===== src/rtl/seg7_pkg.sv =====
// Shared types and the hex-to-segment table for the seven-segment scan driver.
// Segment order is {a,b,c,d,e,f,g} with a in bit 6; all patterns are active-low.
package seg7_pkg;

    typedef logic [6:0] seg_t;

    localparam seg_t SEG_OFF = 7'h7F;

    localparam seg_t SEG_HEX [16] = '{
        7'b0000001, 7'b1001111, 7'b0010010, 7'b0000110,
        7'b1001100, 7'b0100100, 7'b0100000, 7'b0001111,
        7'b0000000, 7'b0001100, 7'b0001000, 7'b1100000,
        7'b0110001, 7'b1000010, 7'b0110000, 7'b0111000
    };

endpackage


===== src/rtl/seg7_hex_decode.sv =====
// Combinational nibble to active-low seven-segment pattern decoder.
module seg7_hex_decode
    import seg7_pkg::*;
(
    input  logic [3:0] nibble,
    output seg_t       seg_n
);

    assign seg_n = SEG_HEX[nibble];

endmodule


===== src/rtl/seg7_scan_driver.sv =====
// Time-multiplexed common-anode seven-segment driver with double-buffered
// display data, leading-zero suppression and an anti-ghost blank at slot start.
module seg7_scan_driver
    import seg7_pkg::*;
#(
    parameter int NUM_DIGITS   = 4,
    parameter int REFRESH_DIV  = 100000,
    parameter int BLANK_CYCLES = 2
) (
    input  logic                    clk,
    input  logic                    rst_n,
    input  logic                    enable,
    input  logic                    load,
    input  logic [4*NUM_DIGITS-1:0] value_in,
    input  logic [NUM_DIGITS-1:0]   dp_in,
    input  logic [NUM_DIGITS-1:0]   blank_in,
    input  logic                    lz_suppress,
    output logic [6:0]              seg_n,
    output logic                    dp_n,
    output logic [NUM_DIGITS-1:0]   an_n,
    output logic                    frame_done,
    output logic                    load_ack
);

    localparam int CNT_W = $clog2(REFRESH_DIV);
    localparam int IDX_W = $clog2(NUM_DIGITS);
    localparam logic [CNT_W-1:0] DIV_LAST  = CNT_W'(REFRESH_DIV - 1);
    localparam logic [CNT_W-1:0] BLANK_END = CNT_W'(BLANK_CYCLES);
    localparam logic [IDX_W-1:0] IDX_LAST  = IDX_W'(NUM_DIGITS - 1);

    logic [CNT_W-1:0]        div_cnt_q, div_cnt_d;
    logic [IDX_W-1:0]        digit_idx_q, digit_idx_d;
    logic [4*NUM_DIGITS-1:0] pend_value_q, pend_value_d, act_value_q, act_value_d;
    logic [NUM_DIGITS-1:0]   pend_dp_q, pend_dp_d, act_dp_q, act_dp_d;
    logic [NUM_DIGITS-1:0]   pend_blank_q, pend_blank_d, act_blank_q, act_blank_d;
    logic                    pend_valid_q, pend_valid_d;
    logic                    ack_stage_q, ack_stage_d;
    logic                    load_ack_q, load_ack_d;
    logic                    frame_done_q, frame_done_d;
    seg_t                    seg_n_q, seg_n_d;
    logic                    dp_n_q, dp_n_d;
    logic [NUM_DIGITS-1:0]   an_n_q, an_n_d;

    logic                  tc, boundary, xfer, zero_run;
    logic [3:0]            cur_nibble;
    logic                  cur_dp, cur_blank, cur_dark;
    logic [NUM_DIGITS-1:0] lz_dark;
    seg_t                  dec_seg_n;

    seg7_hex_decode u_dec (
        .nibble (cur_nibble),
        .seg_n  (dec_seg_n)
    );

    // Scan counters and buffer hand-over
    always_comb begin
        div_cnt_d    = div_cnt_q;
        digit_idx_d  = digit_idx_q;
        pend_value_d = pend_value_q;
        pend_dp_d    = pend_dp_q;
        pend_blank_d = pend_blank_q;
        pend_valid_d = pend_valid_q;
        act_value_d  = act_value_q;
        act_dp_d     = act_dp_q;
        act_blank_d  = act_blank_q;

        tc       = enable && (div_cnt_q == DIV_LAST);
        boundary = tc && (digit_idx_q == IDX_LAST);
        // A stopped display has no frame to protect, so it takes new data at once.
        xfer     = pend_valid_q && (boundary || !enable);

        if (enable) begin
            if (tc) begin
                div_cnt_d   = '0;
                digit_idx_d = (digit_idx_q == IDX_LAST) ? '0 : digit_idx_q + 1'b1;
            end else begin
                div_cnt_d = div_cnt_q + 1'b1;
            end
        end

        if (xfer) begin
            act_value_d = pend_value_q;
            act_dp_d    = pend_dp_q;
            act_blank_d = pend_blank_q;
        end

        if (load) begin
            pend_value_d = value_in;
            pend_dp_d    = dp_in;
            pend_blank_d = blank_in;
            pend_valid_d = 1'b1;
        end else if (xfer) begin
            pend_valid_d = 1'b0;
        end

        frame_done_d = boundary;
        ack_stage_d  = xfer;
        load_ack_d   = ack_stage_q;
    end

    // Digit selection, suppression and output pattern
    always_comb begin
        cur_nibble = 4'h0;
        cur_dp     = 1'b0;
        cur_blank  = 1'b0;
        cur_dark   = 1'b0;
        lz_dark    = '0;
        zero_run   = 1'b1;
        seg_n_d    = SEG_OFF;
        dp_n_d     = 1'b1;
        an_n_d     = '1;

        for (int i = NUM_DIGITS - 1; i > 0; i--) begin
            zero_run   = zero_run && (act_value_q[4*i +: 4] == 4'h0);
            lz_dark[i] = zero_run;
        end

        for (int i = 0; i < NUM_DIGITS; i++) begin
            if (digit_idx_q == IDX_W'(i)) begin
                cur_nibble = act_value_q[4*i +: 4];
                cur_dp     = act_dp_q[i];
                cur_blank  = act_blank_q[i];
                cur_dark   = lz_suppress && lz_dark[i];
                an_n_d[i]  = !(enable && (div_cnt_q >= BLANK_END));
            end
        end

        if (enable && (div_cnt_q >= BLANK_END) && !cur_blank) begin
            seg_n_d = cur_dark ? SEG_OFF : dec_seg_n;
            dp_n_d  = !cur_dp;
        end
    end

    always_ff @(posedge clk or negedge rst_n) begin
        if (!rst_n) begin
            div_cnt_q    <= '0;
            digit_idx_q  <= '0;
            pend_value_q <= '0;
            pend_dp_q    <= '0;
            pend_blank_q <= '0;
            pend_valid_q <= 1'b0;
            act_value_q  <= '0;
            act_dp_q     <= '0;
            act_blank_q  <= '0;
            ack_stage_q  <= 1'b0;
            load_ack_q   <= 1'b0;
            frame_done_q <= 1'b0;
            seg_n_q      <= SEG_OFF;
            dp_n_q       <= 1'b1;
            an_n_q       <= '1;
        end else begin
            div_cnt_q    <= div_cnt_d;
            digit_idx_q  <= digit_idx_d;
            pend_value_q <= pend_value_d;
            pend_dp_q    <= pend_dp_d;
            pend_blank_q <= pend_blank_d;
            pend_valid_q <= pend_valid_d;
            act_value_q  <= act_value_d;
            act_dp_q     <= act_dp_d;
            act_blank_q  <= act_blank_d;
            ack_stage_q  <= ack_stage_d;
            load_ack_q   <= load_ack_d;
            frame_done_q <= frame_done_d;
            seg_n_q      <= seg_n_d;
            dp_n_q       <= dp_n_d;
            an_n_q       <= an_n_d;
        end
    end

    assign seg_n      = seg_n_q;
    assign dp_n       = dp_n_q;
    assign an_n       = an_n_q;
    assign frame_done = frame_done_q;
    assign load_ack   = load_ack_q;

endmodule

===== config.mk =====
export PLATFORM = sky130hd
export DESIGN_NAME = seg7_scan_driver
export DESIGN_NICKNAME = d
export VERILOG_FILES = /design/src/rtl/seg7_pkg.sv /design/src/rtl/seg7_hex_decode.sv /design/src/rtl/seg7_scan_driver.sv
export SDC_FILE = /design/constraint.sdc
export NUM_CORES = 1
export LEC_CHECK = 0
export CORE_AREA = 2 2 110 112
export CTS_BUF_LIST = sky130_fd_sc_hd__clkbuf_4
export CTS_CLUSTER_SIZE = 16
export DETAILED_ROUTE_END_ITERATION = 10
export DIE_AREA = 0 0 112 114
export SLEW_MARGIN = 20
export SYNTH_ARGS = -nofsm -noshare
export SYNTH_HDL_FRONTEND = slang
export SYNTH_SLANG_ARGS = --single-unit

===== constraint.sdc =====
create_clock -name clk -period 3 [get_ports clk]
set_clock_uncertainty 0.15 [all_clocks]
set_input_delay 0.6 -clock clk [delete_from_list [all_inputs] [get_ports clk]]
set_output_delay 0.6 -clock clk [all_outputs]
set_load 0.1 [all_outputs]

* After elaboration in Yosys (flattened, before gate mapping) *
Memories as Yosys holds them, arrays and structs flattened.
Cells that the tools add are included.
W data, S select, Z words.

word-level totals
  bits in registers = 83
  bits in latches = 0
  bits in writable memories = 0
  ROM bits = 112
  bits of input ports = 29
  output and inout port bits = 14
  memories kept = 1

operators by class
  add/sub/neg operators = 2
  multipliers = 0
  div/mod/pow operators = 0
  magnitude comparators = 2
  equal/unequal tests = 4
  shifts and indexed selects = 0
  multiplexer cells = 28
  bitwise operators = 1
  reductions and logical operators = 21

memories
  name             words  width  rd ports  clocked after Yosys merged registers in  write ports  RTL line              text
  (no name shown)  16     7      1         0                                        0            seg7_hex_decode.sv:9  assign seg_n = SEG_HEX[nibble];

operator list
  kind                     number
  $mux W7                  4
  $mux W1                  18
  $add A17 B1 Y17 const B  1
  $eq A17 B17 Y1 const B   1
  $ge A17 B2 Y1 const B    1
  $mux W17                 1
  $mux W4                  4
  $logic_not A4 Y1         3
  $logic_and A1 B1 Y1      10
  $ge A5 B5 Y1 const B     1
  $not A4 Y5               1
  $eq A2 B2 Y1 const B     2
  $logic_not A1 Y1         4
  $add A2 B1 Y2 const B    1
  $eq A2 B1 Y1 const B     1
  $logic_not A2 Y1         1
  $mux W2                  1
  $reduce_and A2 Y1        1
  $reduce_bool A2 Y1       1
  $logic_or A1 B1 Y1       1

* Longest topological paths before layout *
Gate-level depths: netlist of the first run.

  depth after elaboration = 11
  gate-level depth with buffers = 11
  depth with buffers taken out = 10

* By module *
Synthesis of the first run repeated with hierarchy kept, for this count alone.

unflattened totals
  cells, all modules = 313
  area, all modules = 3936.3 µm²

by module, submodules not included
  module            times used  cells an instance  area each (µm²)  seq. area each (µm²)
  seg7_scan_driver  1           276                3661.0           2092.0
  seg7_hex_decode   1           37                 275.3            0.0

* Worst setup path before layout of the first run *
OpenSTA, ideal clock, no wires.

  kind = flip-flop to flip-flop
  start point = reg digit_idx_q[0]
  end point = reg seg_n_q[0], in the netlist seg_n[0]
  setup time = 84 ps
  arrival = 2368 ps
  slack = 398 ps
  stages on the path, launching flop included = 10
  path buffers = 1
  period minus slack after synthesis = 2602 ps
  cells stage by stage = dfrtp_1 -> ha_1 -> buf_2 -> nand2b_1 -> o211ai_1 -> inv_1 -> ha_1 -> nor3_1 -> o21ba_2 -> a221o_1

between the ends
  longest elaborated chain between the ends = 11

ends and longest elaborated chain
  element                                      RTL line                 text
  start, declared                              seg7_scan_driver.sv:32   logic [IDX_W-1:0] digit_idx_q, digit_idx_d;
  start signal, assigned                       seg7_scan_driver.sv:153  digit_idx_q <= digit_idx_d;
  $logic_not A2 Y1                             seg7_scan_driver.sv:119  if (digit_idx_q == IDX_W'(i)) begin
  $mux W4 (4 in series)                        seg7_scan_driver.sv:119
  $not A4 Y5 (not written as such)             seg7_hex_decode.sv:9
  $mem_v2 Z16 W7                               n/a
  $mux W7 (not written as such) (2 in series)  seg7_hex_decode.sv:9
  $mux W7                                      seg7_scan_driver.sv:129  seg_n_d = cur_dark ? SEG_OFF : dec_seg_n;
  $mux W7 *                                    seg7_scan_driver.sv:128  if (enable && (div_cnt_q >= BLANK_END) && !cur_blank) begin
  via seg_n_d[0]                               seg7_scan_driver.sv:40   seg_t seg_n_q, seg_n_d;
  end signal, assigned                         seg7_scan_driver.sv:164  seg_n_q <= seg_n_d;
  end, declared                                seg7_scan_driver.sv:40

Mark *: on every way through the listed nets, which the timed path passes. The rest lies on a longest branch. The select of a mux whose other input is x is not followed.
A chain may end at the register's enable or synchronous reset.

* Final worst setup path of the first run *
Ends and elaborated chain as after synthesis.

==> impl_metrics.yaml, run 1 <==
logic_synthesis:
  synthTopCellsByArea: "dfrtp_1 46%, mux2_2 8.7%, dfstp_2 8.1%"
  synth.top_cell.area_share_pct: 45.85
  yosysSeqAreaShare_pct: 53.99
  ys_ff_latch: 83
  synth_nets: 348
  yosys_most_used_dff: "dfrtp_1"
  synthArstFlopShare_pct: 100.0
  synth.distinct_cells: 47
  yosysTopAreaCell: "dfrtp_1"
  syn_area_per_cell_um2: 12.62
  synth_top_cells_by_count: "71 x dfrtp_1, 30 x mux2_2, 19 x mux2_4"
  syn_area_um2: 3875
  synth-edff-count: 0
  yosysWarnings: 0
  synthCells: 307
  yosysMostFrequentCell: "dfrtp_1"
final_layout:
  final_area_um2: 4568
  fin_util_pct: 39.01
  seqCellArea_um2: 2092
  multi_input_area_um2: 1668
  fillers: 1148
  areaGrowthSynthToFinish_pct: 17.89
  drive_above_1_share_pct: 28.61
  final_nets: 396
  fin_cells: 508
setup_path:
  startpoint_type: "flop"
  crit_fanout: 10
  r2r_setup_slack_ns: 0.35
  ff2ff_path_depth: 9
  cp.required_ns: 3.24
  criticalPathCategory: "flop to flop"
  rr_startpoint: "digit_idx_q[0]"
  r2r_end: "seg_n[0]"
  endpoint_kind: "flop"
  cp.arrival_ns: 2.89
route:
  drt_iter0_drc: 77
  wl_per_cell_um: 14.17
  num_vias: 2432
  drcViolationCount: 0
  wirelength_mm: 7.199
  antenna_left: 0
  drt_first_pass_iters: 4
  via_per_inst: 4.787
die:
  die_h_um: 114
  die_w_um: 112
  coreArea_um2: 11710
  rows: 40
  ios: 43
  initial_core_util_pct: 33.09
  die_area_um2: 12770
sta:
  drv_slew: 0
  rsz0062_at_grt: "no"
  min_period_over_period_pct: 88.43
  worst_pin_slew_ns: 0.6604
  tns_ns: 0
  maxClockFrequency_mhz: 376.9
  setup_violations: 0
  hold_violations: 0
  relSlewSlack_pct: 55.51
  period_needed_ns: 2.653
clock_network:
  postCtsHoldBufs: 0
  cts-htree-levels: 3
  cts_resized: 0
  worstSkewPairLatency_ns: 0.44
  clkSinkCount: 83
  clk_pin_slew_ns: 0.13
  cts_tree: "done"
  clockRootBuffer: "clkbuf_4"
  clockBufferDepth: 2
  numCtsBuffers: 9
  cts_setup_buffers: 0
grt:
  grt_overflow: 0
  grt_usage_pct: 12.26
  grt_pass1_wl_mm: 12.33
  grt_max_degree: 54
  antenna_found_initial: 1
  grt_pass1_vias: 2444
power_and_ir_drop:
  leakagePower_nw: 2.019
  power_mw: 2.805
  powerDensity_nw_per_um2: 614.1
  vdd_drop_max_v: 0.0004312
placed_design:
  dpl_cell_area_um2: 4429
  portBuffers: 42
  dpl.cell_count: 491
  gp_congestion: 0.8801
  dp_hpwl_mm: 5.200
worst_hold_path:
  hold_class: "input pin to async pin"
job:
  max_cap_viol_count: 0
outcome:
  status: "complete, no violations"
metrics by stage:
step	setup WS (ns)	hold WS (ns)
2_1_floorplan	0.3984	0.1544
3_3_place_gp	0.2760	0.1904
3_5_place_dp	0.2404	0.1955
4_1_cts	0.3824	0.03179
5_1_grt	0.1424	0.05131
6_report	0.3470	0.02234
report_power, final:
group          internal [mW]  total [mW]  leakage (nW)  switching (mW)
clock                  0.251       0.639        0.0733           0.388
sequential              1.30        1.43         0.982           0.135
combinational          0.311       0.734         0.964           0.424
cells by family (layout without fill, tap and decap cells):
logic type	after synthesis	after routing	share of synthesized area, %
flops	83	83	53.99
simple gates	83	83	11.49
mux	52	52	16.85
compound gates	41	41	7.653
buf+inv	22	75	2.971
xor+xnor	14	14	3.164
fa+ha+maj	12	12	3.875
other cells	0	1	0
flip-flops by register name, summed over array words and instances (netlist names):
register	cells
div_cnt_q	17
act_value_q	16
pend_value_q	16
seg_n	7
act_blank_q	4
act_dp_q	4
an_n	4
pend_blank_q	4
pend_dp_q	4
digit_idx_q	2
ack_stage_q	1
dp_n	1
frame_done	1
load_ack	1
pend_valid_q	1
placed cells by master, fill, tap and decap left out, types with 4 or more instances in the layout:
cell type,instances
xor2_1,4
clkdlybuf4s50_1,27
xnor2_1,10
clkbuf_4,9
nor4_1,6
mux2_2,30
ha_1,12
o21ai_0,9
dfstp_2,12
nand2_1,17
and3_1,4
buf_4,21
a221o_1,4
nand3_1,12
dfrtp_1,71
nor2_1,17
nand4_1,5
inv_1,10
a21oi_1,5
nand2b_1,4
nor3_1,7
mux2_4,19
how the worst max path moves through the flow:
| stage | startpoint | to | slack, ns | cells after the start |
|---|---|---|---|---|
| 6_report | digit_idx_q[0] | seg_n[0] | 0.35 | 9 |
| 5_1_grt | digit_idx_q[0] | seg_n[0] | 0.14 | 9 |
| 4_1_cts | digit_idx_q[0] | seg_n[0] | 0.38 | 9 |
| 3_5_place_dp | enable | act_value_q[14] | 0.24 | 6 |
| 3_3_place_gp | enable | act_value_q[14] | 0.28 | 6 |
| 2_1_floorplan | digit_idx_q[0] | seg_n[0] | 0.40 | 9 |
layout make-up:
type / instances / share of cell area (%)
inverter: 10 / 0.8217
tap: 147 / 4.026
clock inverter: 7 / 1.506
sequential: 83 / 45.80
timing repair buffer: 49 / 9.806
multi-input combinational: 202 / 36.51
clock buffer: 9 / 1.479
antenna: 1 / 0.05478
routing by layer:
| layer | track usage (%) | wire length [µm] | vias up |
|---|---|---|---|
| li1 | - | - | 1198 |
| met1 | 16.97 | 3581 | 1178 |
| met2 | 17.94 | 3186 | 43 |
| met3 | 2.657 | 257 | 13 |
| met4 | 6.829 | 174 | 0 |
| met5 | 0 | 0 | - |
critical path, cell delays in order, from the launching register on:
cell	delay, ns
dfrtp_1	0.44
ha_1	0.35
nor2_1	0.24
o211ai_1	0.15
o211ai_1	0.15
inv_1	0.10
ha_1	0.25
nor3_1	0.27
o21ba_2	0.20
a221o_1	0.29
Power figures use the tool's default switching activity.
==> run 2, diff against run 1 <==
--- a/config.mk
+++ b/config.mk
@@ -10,7 +10,8 @@
 export CTS_CLUSTER_SIZE = 16
 export DETAILED_ROUTE_END_ITERATION = 10
 export DIE_AREA = 0 0 112 114
-export SLEW_MARGIN = 20
+export SKIP_CTS_REPAIR_TIMING = 1
+export SLEW_MARGIN = 10
 export SYNTH_ARGS = -nofsm -noshare
 export SYNTH_HDL_FRONTEND = slang
 export SYNTH_SLANG_ARGS = --single-unit
==> results of run 2 <==
Final layout, timing and power as in run 1 (identical DEF).
